`src/rtl/key_capture_controller_pkg.sv`:
```
`default_nettype none
// ============================================================================
// Module      : key_capture_controller_pkg
// Description : Shared types and defaults for the key capture controller:
//               FSM state encoding, line-counter width, parameter defaults
//               and a counter-width helper.
// Revision    : 1.0 - initial release
// ============================================================================
package key_capture_controller_pkg;

    // Capture FSM states, explicit 2-bit encoding
    typedef enum logic [1:0] {
        WAIT_VSYNC  = 2'd0,
        COUNT_LINES = 2'd1,
        CAPTURE     = 2'd2,
        EVALUATE    = 2'd3
    } capture_state_t;

    localparam int               c_line_w                 = 10;
    localparam logic [c_line_w-1:0] c_key_line_default    = 10'd21;
    localparam int               c_confirm_frames_default = 3;
    localparam int               c_miss_limit_default     = 8;

    // Bits needed to hold 0..max_val, never narrower than min_w
    function automatic int cnt_width(input int max_val, input int min_w);
        int w;
        w = $clog2(max_val + 1);
        return (w < min_w) ? min_w : w;
    endfunction

endpackage
`default_nettype wire

```
`src/rtl/key_handshake_buffer.sv`:
```
`default_nettype none
// ============================================================================
// Module      : key_handshake_buffer
// Description : Output stage for confirmed keys. Holds the offered key in an
//               output register with valid/ready handshake and buffers one
//               further key while a transfer is pending (latest wins).
//               Keys equal to the last delivered key are not re-offered.
// Ports       : clock, reset_n      - clock, async active-low reset
//               offer, offer_key    - one-cycle request to present a key
//               key_ready           - consumer accepts key_out
//               key_out, key_valid  - presented key and its valid flag
// Revision    : 1.0 - initial release
// ============================================================================
module key_handshake_buffer (
    input  logic        clock,
    input  logic        reset_n,
    input  logic        offer,
    input  logic [31:0] offer_key,
    input  logic        key_ready,
    output logic [31:0] key_out,
    output logic        key_valid
);

    logic [31:0] r_key_out;
    logic        r_key_valid;
    logic [31:0] r_hold;
    logic        r_hold_valid;
    logic [31:0] r_last_key;
    logic        r_last_valid;

    logic w_xfer;
    logic w_accept;

    assign w_xfer   = r_key_valid & key_ready;
    // A key already handed to the consumer is not offered a second time
    assign w_accept = offer & ~(r_last_valid & (offer_key == r_last_key));

    always_ff @(posedge clock or negedge reset_n) begin
        if (!reset_n) begin
            r_key_out    <= 32'h0;
            r_key_valid  <= 1'b0;
            r_hold       <= 32'h0;
            r_hold_valid <= 1'b0;
            r_last_key   <= 32'h0;
            r_last_valid <= 1'b0;
        end else begin
            if (w_xfer) begin
                r_last_key   <= r_key_out;
                r_last_valid <= 1'b1;
            end

            if (w_xfer) begin
                if (w_accept) begin
                    // Fresh key supersedes anything held; valid stays high
                    r_key_out    <= offer_key;
                    r_key_valid  <= 1'b1;
                    r_hold_valid <= 1'b0;
                end else if (r_hold_valid) begin
                    r_key_out    <= r_hold;
                    r_key_valid  <= 1'b1;
                    r_hold_valid <= 1'b0;
                end else begin
                    r_key_valid  <= 1'b0;
                end
            end else if (w_accept) begin
                if (!r_key_valid) begin
                    r_key_out   <= offer_key;
                    r_key_valid <= 1'b1;
                end else begin
                    // Output is stalled: park the key, overwriting older ones
                    r_hold       <= offer_key;
                    r_hold_valid <= 1'b1;
                end
            end
        end
    end

    assign key_out   = r_key_out;
    assign key_valid = r_key_valid;

endmodule
`default_nettype wire

```
`src/rtl/key_capture_controller.sv`:
```
`default_nettype none
// ============================================================================
// Module      : key_capture_controller
// Description : Captures a scrambling key carried on a fixed video line,
//               confirms it over several frames and delivers it through a
//               valid/ready handshake. Drops lock after repeated misses.
// Ports       : clock, reset_n          - pixel clock, async active-low reset
//               vsync, hsync, avid      - decoder timing levels
//               det_sequence, det_ready - sequence detector result
//               det_reset_n             - detector enable (key line window)
//               key_out, key_valid      - confirmed key handshake output
//               key_ready               - consumer ready
//               locked                  - a key is currently confirmed
// Revision    : 1.0 - initial release
// ============================================================================
module key_capture_controller
    import key_capture_controller_pkg::*;
#(
    parameter logic [c_line_w-1:0] KEY_LINE = c_key_line_default,
    parameter int CONFIRM_FRAMES = c_confirm_frames_default,
    parameter int MISS_LIMIT     = c_miss_limit_default
) (
    input  logic        clock,
    input  logic        reset_n,
    input  logic        vsync,
    input  logic        hsync,
    input  logic        avid,
    input  logic [31:0] det_sequence,
    input  logic        det_ready,
    output logic        det_reset_n,
    output logic [31:0] key_out,
    output logic        key_valid,
    input  logic        key_ready,
    output logic        locked
);

    localparam int c_match_w = cnt_width(CONFIRM_FRAMES, 2);
    localparam int c_miss_w  = cnt_width(MISS_LIMIT, 1);
    localparam logic [c_match_w-1:0] c_confirm = c_match_w'(CONFIRM_FRAMES);
    localparam logic [c_miss_w-1:0]  c_miss    = c_miss_w'(MISS_LIMIT);

    capture_state_t      r_state;
    logic                r_vsync_q, r_vsync_d;
    logic                r_hsync_q, r_hsync_d;
    logic                r_avid_q,  r_avid_d;
    logic [c_line_w-1:0] r_line_cnt;
    logic [31:0]         r_candidate;
    logic [c_match_w-1:0] r_match_cnt;
    logic [c_miss_w-1:0]  r_miss_cnt;
    logic                r_locked;
    logic                r_det_reset_n;

    logic w_vs_rise, w_hs_rise, w_av_rise, w_av_fall;
    logic w_miss_drop, w_lock_set;

    // Edges come from the registered copies only
    assign w_vs_rise = r_vsync_q & ~r_vsync_d;
    assign w_hs_rise = r_hsync_q & ~r_hsync_d;
    assign w_av_rise = r_avid_q  & ~r_avid_d;
    assign w_av_fall = ~r_avid_q & r_avid_d;

    assign w_miss_drop = r_locked & (r_miss_cnt == c_miss);
    assign w_lock_set  = ~r_locked & (r_match_cnt == c_confirm);

    always_ff @(posedge clock or negedge reset_n) begin
        if (!reset_n) begin
            r_state       <= WAIT_VSYNC;
            r_vsync_q     <= 1'b0;
            r_vsync_d     <= 1'b0;
            r_hsync_q     <= 1'b0;
            r_hsync_d     <= 1'b0;
            r_avid_q      <= 1'b0;
            r_avid_d      <= 1'b0;
            r_line_cnt    <= '0;
            r_candidate   <= 32'h0;
            r_match_cnt   <= '0;
            r_miss_cnt    <= '0;
            r_locked      <= 1'b0;
            r_det_reset_n <= 1'b0;
        end else begin
            r_vsync_q <= vsync;
            r_vsync_d <= r_vsync_q;
            r_hsync_q <= hsync;
            r_hsync_d <= r_hsync_q;
            r_avid_q  <= avid;
            r_avid_d  <= r_avid_q;

            // Lock bookkeeping; an EVALUATE below overrides these writes
            if (w_miss_drop) begin
                r_locked    <= 1'b0;
                r_match_cnt <= '0;
            end else if (w_lock_set) begin
                r_locked <= 1'b1;
            end

            case (r_state)
                WAIT_VSYNC: begin
                    if (w_vs_rise) begin
                        r_state    <= COUNT_LINES;
                        r_line_cnt <= '0;
                    end
                end
                COUNT_LINES, CAPTURE: begin
                    if (w_vs_rise) begin
                        // Frame ended without a usable capture: restart it
                        r_state       <= COUNT_LINES;
                        r_line_cnt    <= '0;
                        r_det_reset_n <= 1'b0;
                        if (r_miss_cnt != c_miss)
                            r_miss_cnt <= r_miss_cnt + 1'b1;
                    end else if (r_state == COUNT_LINES) begin
                        if (w_hs_rise && r_line_cnt != '1)
                            r_line_cnt <= r_line_cnt + 1'b1;
                        if (w_av_rise && r_line_cnt == KEY_LINE) begin
                            r_state       <= CAPTURE;
                            r_det_reset_n <= 1'b1;
                        end
                    end else if (w_av_fall) begin
                        r_state       <= EVALUATE;
                        r_det_reset_n <= 1'b0;
                    end
                end
                EVALUATE: begin
                    r_state <= WAIT_VSYNC;
                    if (det_ready) begin
                        r_miss_cnt <= '0;
                        if (det_sequence == r_candidate) begin
                            if (r_match_cnt != c_confirm)
                                r_match_cnt <= r_match_cnt + 1'b1;
                        end else begin
                            r_candidate <= det_sequence;
                            r_match_cnt <= c_match_w'(1);
                            r_locked    <= 1'b0;
                        end
                    end else if (r_miss_cnt != c_miss) begin
                        r_miss_cnt <= r_miss_cnt + 1'b1;
                    end
                end
                default: r_state <= WAIT_VSYNC;
            endcase
        end
    end

    key_handshake_buffer u_handshake (
        .clock     (clock),
        .reset_n   (reset_n),
        .offer     (w_lock_set),
        .offer_key (r_candidate),
        .key_ready (key_ready),
        .key_out   (key_out),
        .key_valid (key_valid)
    );

    assign det_reset_n = r_det_reset_n;
    assign locked      = r_locked;

endmodule
`default_nettype wire

```
`config.mk`:
```
export PLATFORM = sky130hd
export DESIGN_NAME = key_capture_controller
export DESIGN_NICKNAME = d
export VERILOG_FILES = /design/src/rtl/key_capture_controller_pkg.sv /design/src/rtl/key_handshake_buffer.sv /design/src/rtl/key_capture_controller.sv
export SDC_FILE = /design/constraint.sdc
export NUM_CORES = 1
export LEC_CHECK = 0
export CAP_MARGIN = 20
export CORE_MARGIN = 3
export CORE_UTILIZATION = 62
export DETAILED_ROUTE_END_ITERATION = 7
export PLACE_DENSITY = 0.95
export REMOVE_ABC_BUFFERS = 1
export SYNTH_ARGS = -nofsm -noshare
export SYNTH_HDL_FRONTEND = slang
export SYNTH_SLANG_ARGS = --single-unit
```
`constraint.sdc`:
```
create_clock -name clock -period 7 [get_ports clock]
set_clock_uncertainty 0.2 [all_clocks]
set_input_delay 1.75 -clock clock [delete_from_list [all_inputs] [get_ports clock]]
set_output_delay 1.75 -clock clock [all_outputs]
set_load 0.01 [all_outputs]
```
==> metrics.txt, run 1 <==
outcome=finished clean; Setup CP Type=in2reg; CTS H-tree lvls=4; Finish-stage setup viols=0; Worst-Skew Late Latency=~0.43 ns; Sequential Area=just under 0.004 mm²; number of hold buffers added after cts=0; Iter 0 DRT Violations=between 800 and 900; Starting Density=between 60 and 70%; Crit. End Element=flip-flop; reg2reg setup slack=3.82 ns; Area growth syn-to-layout=17.5%; CTS sink cnt=~160; Resized Gates After CTS=0; Hold WC Path Type=reg2reg; Req. time, crit path=7.11 ns; Slew Viols, Final=0; Pre-Repair DR Iteration Count=6; min Tclk post-route=about 4 ns; DR WL/cell=21.7 µm; Hold EP=r_vsync_d; Core ar.=roughly 0.012 mm²; Final GP Congestion=around 0.87; total routing usage reported by global routing=between 20% and 30%; Hold Path Stages=0; Avg Inst Size Synth=~11 µm²; Max IR drop VDD=slightly below 0.3 mV; Syn Std Cell Area=between 0.007 and 0.008 mm²; crit path max-delay cell type=nor4_1; Mapped Cells=just under 700; Ys Warns=0; Final WS setup=approximately 3.0 ns; CP Data Arrival Time=around 4.2 ns; Leak Pwr=4.12 nW; worst-margin pin slew=around 1.0 ns; share of flip-flops with an asynchronous set or reset=between 90% and 100%; fin crit share=slightly below 60%; r2r worst-path depth=6; pre-CTS setup slack=~2.6 ns; Placement Rows=40; Final #Nets=slightly above 800; fraction of layout cells with a size suffix above 1=15.6%; Yosys cell types=47; Max-slew headroom=between 30% and 40%; DPL Wire Length=11800 µm; initial antenna violation count=0; post-synthesis sequential area ratio=between 50 and 60%; Total Neg Setup Slack=0 ns; CP max FO=18; Die Span X=around 120 µm; flops & latches, synth=approximately 160; most frequent cells in the layout=157 x dfrtp_1, 115 x nand2_1, 72 x clkdlybuf4s50_1, 43 x a21oi_1, 42 x o21ai_0; Die ar.=~0.014 mm²; Max Freq=around 250 MHz; RSZ-0062 raised after global routing=no; commonest non-fill, non-tap cell in the layout=dfrtp_1; CTS tree=done; Reg clk slew, reported paths=0.06 ns; antenna-violating nets left=0; commonest register cell after synthesis=dfrtp_1; PortBufs=73; CP peak stage delay=0.62 ns; # diodes=0; routed wire length=~20000 µm; largest net degree at the start of global routing=between 100 and 150; Clock Tree Buf Depth=2; DIE HEIGHT=between 100 and 150 µm; CTS buffer count=17; Max Cap Viol=0; # IOs=74; reg2reg start=r_candidate[9]; Setup Buffers After CTS=0; first-pass GRT wire length=about 33000 µm; CP cell instances=clkdlybuf4s50_1, xnor2_1, nand4_1, nor4_1, a21oi_4, buf_16, mux2_2; DR vias=5922; clk root buf=clkbuf_16; number of global-route vias before repair=6276; PD cells=approximately 450 mW/mm²; DRC viols=0; crit path launch type=input port; Post-synth EDFFs=0; Final Hold Viols=0; RR Endpoint=u_handshake.r_hold[7]; Via density=6.32; area of the multi-input gates=roughly 0.0036 mm²; worst hold start=r_vsync_q; GR Overflow Total=0; Filler cells=710
[worst max-delay path by stage]
stage / from / to / slack (ns)
final: det_sequence[14] / r_candidate[3] / 2.96
after global routing: det_sequence[14] / r_candidate[3] / 2.89
after CTS: det_sequence[14] / r_candidate[3] / 3.02
after detailed placement: det_sequence[14] / r_candidate[28] / 2.59
after global placement: det_sequence[6] / r_candidate[2] / 2.68
after floorplan: key_ready / u_handshake.r_hold[0] / 2.59
[through the flow]
step	instance area, µm²	hold slack [ns]	cells	power (mW)	utilization [%]
2_1_floorplan	7530	0.147	657	2.53	-
3_3_place_gp	8540	0.158	905	3.01	70.2
3_5_place_dp	8540	0.165	905	3.13	70.2
4_1_cts	9120	0.189	936	4.08	75.0
5_1_grt	9150	0.193	937	4.33	75.2
6_report	9150	0.182	937	4.12	75.2
[worst max-delay path: cells and delay by family]
family / cells / cell delay (ns)
AO/OA/AOI/OAI: 1 / 0.32
XOR/XNOR: 1 / 0.26
buffers and inverters: 2 / 0.70
multiplexers: 1 / 0.29
AND/OR/NAND/NOR: 2 / 0.81
[layer usage]
layer | share of wire, % | global-route usage (%) | routed length [µm] | vias up
li1 | - | - | - | 2560
met1 | 40 | 36.9 | 8060 | 2972
met2 | 51 | 50.0 | 10300 | 323
met3 | 6.4 | 6.63 | 1300 | 67
met4 | 3.4 | 13.1 | 689 | 0
met5 | 0 | 0 | 0 | -
[state kept, by name (all words and copies together) (netlist names), 2 cells and up]
signal / flops
r_match_cnt: 2
u_handshake.r_hold: 32
r_state: 2
r_candidate: 32
u_handshake.r_last_key: 32
u_handshake.key_out: 32
r_line_cnt: 10
r_miss_cnt: 4
[final cells by class]
type,count,share of cell area (%)
Tap cell,168,2.30
Clock inverter,9,1.23
Clock buffer,22,5.07
Sequential cell,157,42.9
Inverter,9,0.369
Timing Repair Buffer,81,8.88
Multi-Input combinational cell,491,39.2
[cells in the mapped netlist (2+ instances only)]
master | number | area, µm²
a21o_1 | 33 | 248
a21oi_1 | 43 | 215
a2bb2oi_1 | 21 | 184
a2bb2oi_2 | 11 | 165
and2_1 | 2 | 12.5
and3_1 | 2 | 12.5
buf_1 | 3 | 11.3
buf_12 | 3 | 60.1
buf_2 | 6 | 30.0
buf_6 | 6 | 67.6
clkbuf_1 | 21 | 78.8
dfrtp_1 | 157 | 3930
ha_1 | 9 | 113
inv_1 | 9 | 33.8
mux2_2 | 35 | 394
mux2_4 | 29 | 435
nand2_1 | 116 | 435
nand2b_1 | 3 | 18.8
nand3_1 | 7 | 35.0
nand4_1 | 11 | 68.8
nand4b_1 | 2 | 17.5
nor2_1 | 13 | 48.8
nor2b_1 | 4 | 25.0
nor3_1 | 4 | 20.0
nor3b_1 | 2 | 15.0
nor4_1 | 9 | 56.3
nor4b_1 | 2 | 17.5
o211ai_1 | 2 | 15.0
o21ai_0 | 42 | 210
o311ai_0 | 2 | 17.5
o31ai_1 | 2 | 15.0
xnor2_1 | 38 | 333
xor2_1 | 33 | 289
[cells by family after synthesis]
family | after synthesis | share of synthesized area (%)
multiplexers | 64 | 10.7
adder cells (fa/ha/maj) | 9 | 1.45
flip-flops | 157 | 50.5
buffers and inverters | 48 | 3.62
AO/OA/AOI/OAI | 166 | 15.2
XOR/XNOR | 71 | 7.99
AND/OR/NAND/NOR | 181 | 10.6
[report_power, final]
| part | total [mW] | leakage, nW | internal (mW) | switching, mW |
|---|---|---|---|---|
| logic | 1.54 | 1.91 | 0.776 | 0.761 |
| clock network | 0.916 | 0.269 | 0.543 | 0.374 |
| registers | 1.66 | 1.94 | 1.26 | 0.400 |
| total | 4.12 | 4.12 | 2.58 | 1.53 |
Note: power is estimated with default switching activity, not from simulation.
==> inputs of run 2 (changes only) <==
- CORE_UTILIZATION: 62 -> 52
- PLACE_DENSITY: 0.95 -> 0.86
- clock period: 7 -> 3.52 ns (I/O delays scaled with it)
==> metrics.txt, run 2 (synthesized netlist as in run 1, its figures left out) <==
CTS buffer count=17 (unchanged); Slew Viols, Final=0 (unchanged); PortBufs=73 (unchanged); antenna-violating nets left=0 (unchanged); CTS H-tree lvls=4 (unchanged); # IOs=74 (unchanged); CTS sink cnt=157 (unchanged); Placement Rows=44 (+10%); PD cells=877 mW/mm² (+95%); Max-slew headroom=52.6% (+20 points); Max IR drop VDD=0.625 mV (+110%); Setup Buffers After CTS=0 (unchanged); largest net degree at the start of global routing=77 (-31%); clk root buf=clkbuf_16; commonest non-fill, non-tap cell in the layout=dfrtp_1; Final #Nets=815 (+1.2%); Starting Density=53.3% (-11 points); Req. time, crit path=3.63 ns (-3.48 ns); fin crit share=90.6%; Via density=5.88 (-7.0%); Area growth syn-to-layout=19.5%; Core ar.=0.0146 mm² (+20%); Filler cells=1079 (+52%); min Tclk post-route=around 3.2 ns; total routing usage reported by global routing=23.7% (-6.1 points); placed cell area=0.00870 mm² (+1.9%); DR vias=5669 (-4.3%); number of global-route vias before repair=5588 (-11%); Max Freq=around 310 MHz; number of hold buffers added after cts=0 (unchanged); routed wire length=18700 µm (-7.8%); GR Overflow Total=0 (unchanged); Worst-Skew Late Latency=0.43 ns (about the same); CP Data Arrival Time=3.30 ns (-0.85 ns); Die Span X=128 µm (+8.7%); Resized Gates After CTS=0 (unchanged); Max Cap Viol=0 (unchanged); worst-margin pin slew=0.710 ns (-0.297 ns); outcome=finished clean; Hold WC Path Type=reg2reg; Final Hold Viols=0 (unchanged); Pre-Repair DR Iteration Count=4 (-2); Die ar.=0.0165 mm² (+18%); Crit. End Element=flip-flop; RSZ-0062 raised after global routing=no; Iter 0 DRT Violations=395 (-54%); Setup CP Type=in2reg; crit path launch type=input port; CP max FO=19 (+1); Reg clk slew, reported paths=0.06 ns (about the same); DPL Wire Length=11600 µm (-1.5%); Final GP Congestion=0.774 (-11%); DR WL/cell=19.4 µm (-10%); # diodes=0 (unchanged); Clock Tree Buf Depth=2 (unchanged); DIE HEIGHT=128 µm (+8.7%); Final Non-Filler Cells=964 (+2.9%); total power=8.16 mW (+98%); fin area=0.00930 mm² (+1.7%); most frequent cells in the layout=157 x dfrtp_1, 115 x nand2_1, 72 x clkdlybuf4s50_1, 43 x a21oi_1, 42 x o21ai_0; CTS tree=done; Post-Place Cells=932 (+3.0%); fraction of layout cells with a size suffix above 1=17.1% (+1.4 points); first-pass GRT wire length=30300 µm (-8.0%); DRC viols=0 (unchanged); Finish-stage setup viols=0 (unchanged); initial antenna violation count=0 (unchanged); Leak Pwr=4.20 nW (+2.0%)
run 2: area by class of cell:
class	count	area [µm²]	area share [%]
clock buffers	19	443	4.76
repair buffers	91	925	9.94
inverters	9	33.8	0.363
flip-flops and latches	157	3930	42.2
well taps	184	230	2.48
multi-input cells	491	3590	38.6
clock inverters	13	154	1.65
run 2: power breakdown:
part	total (mW)	internal, mW	switching [mW]	leakage, nW
registers	3.27	2.51	0.760	1.94
logic	3.02	1.59	1.44	1.97
clock network	1.86	1.08	0.784	0.291
run 2: final timing paths:
kind,startpoint,end,slack [ns],cells after the start
min in group asynchronous,reset_n,det_reset_n,0.28,1
worst max register to register,r_candidate[22],u_handshake.r_hold[7],0.58,6
max in group asynchronous,reset_n,u_handshake.r_last_key[9],2.10,2
worst max-delay path,det_sequence[6],r_candidate[26],0.33,7
worst min-delay path,r_vsync_q,r_vsync_d,0.18,0
worst min register to register,r_vsync_q,r_vsync_d,0.18,0
run 2: critical path, cell delays in order:
cell,delay [ns]
clkdlybuf4s50_1,0.44
xnor2_1,0.34
nand4_1,0.23
nor4_1,0.55
a21oi_4,0.31
buf_16,0.25
mux2_2,0.28
run 2: metal layers:
metal,vias to the layer above,GRT usage [%],wire (µm)
met2,215,37.0,9110
li1,2579,-,-
met3,27,5.48,1150
met4,0,8.11,327
met1,2848,32.7,8130
met5,-,0,0
run 2: stage by stage:
step                      utilization [%]  TNS (ns)  setup slack (ns)  hold slack (ns)
after detailed placement             59.7    -0.254           -0.0213            0.166
after global placement               59.5    -0.157          -0.00786            0.164
final                                63.7         0             0.330            0.175
after global routing                 63.7         0             0.350            0.191
after CTS                            63.7         0             0.372            0.180
after floorplan                         -    -0.465           -0.0160            0.147
==> inputs of run 3 (changes only) <==
- GPL_ROUTABILITY_DRIVEN: default -> 0
- SLEW_MARGIN: default -> 0
==> results of run 3 <==
Final layout, timing and power as in run 2 (identical DEF).
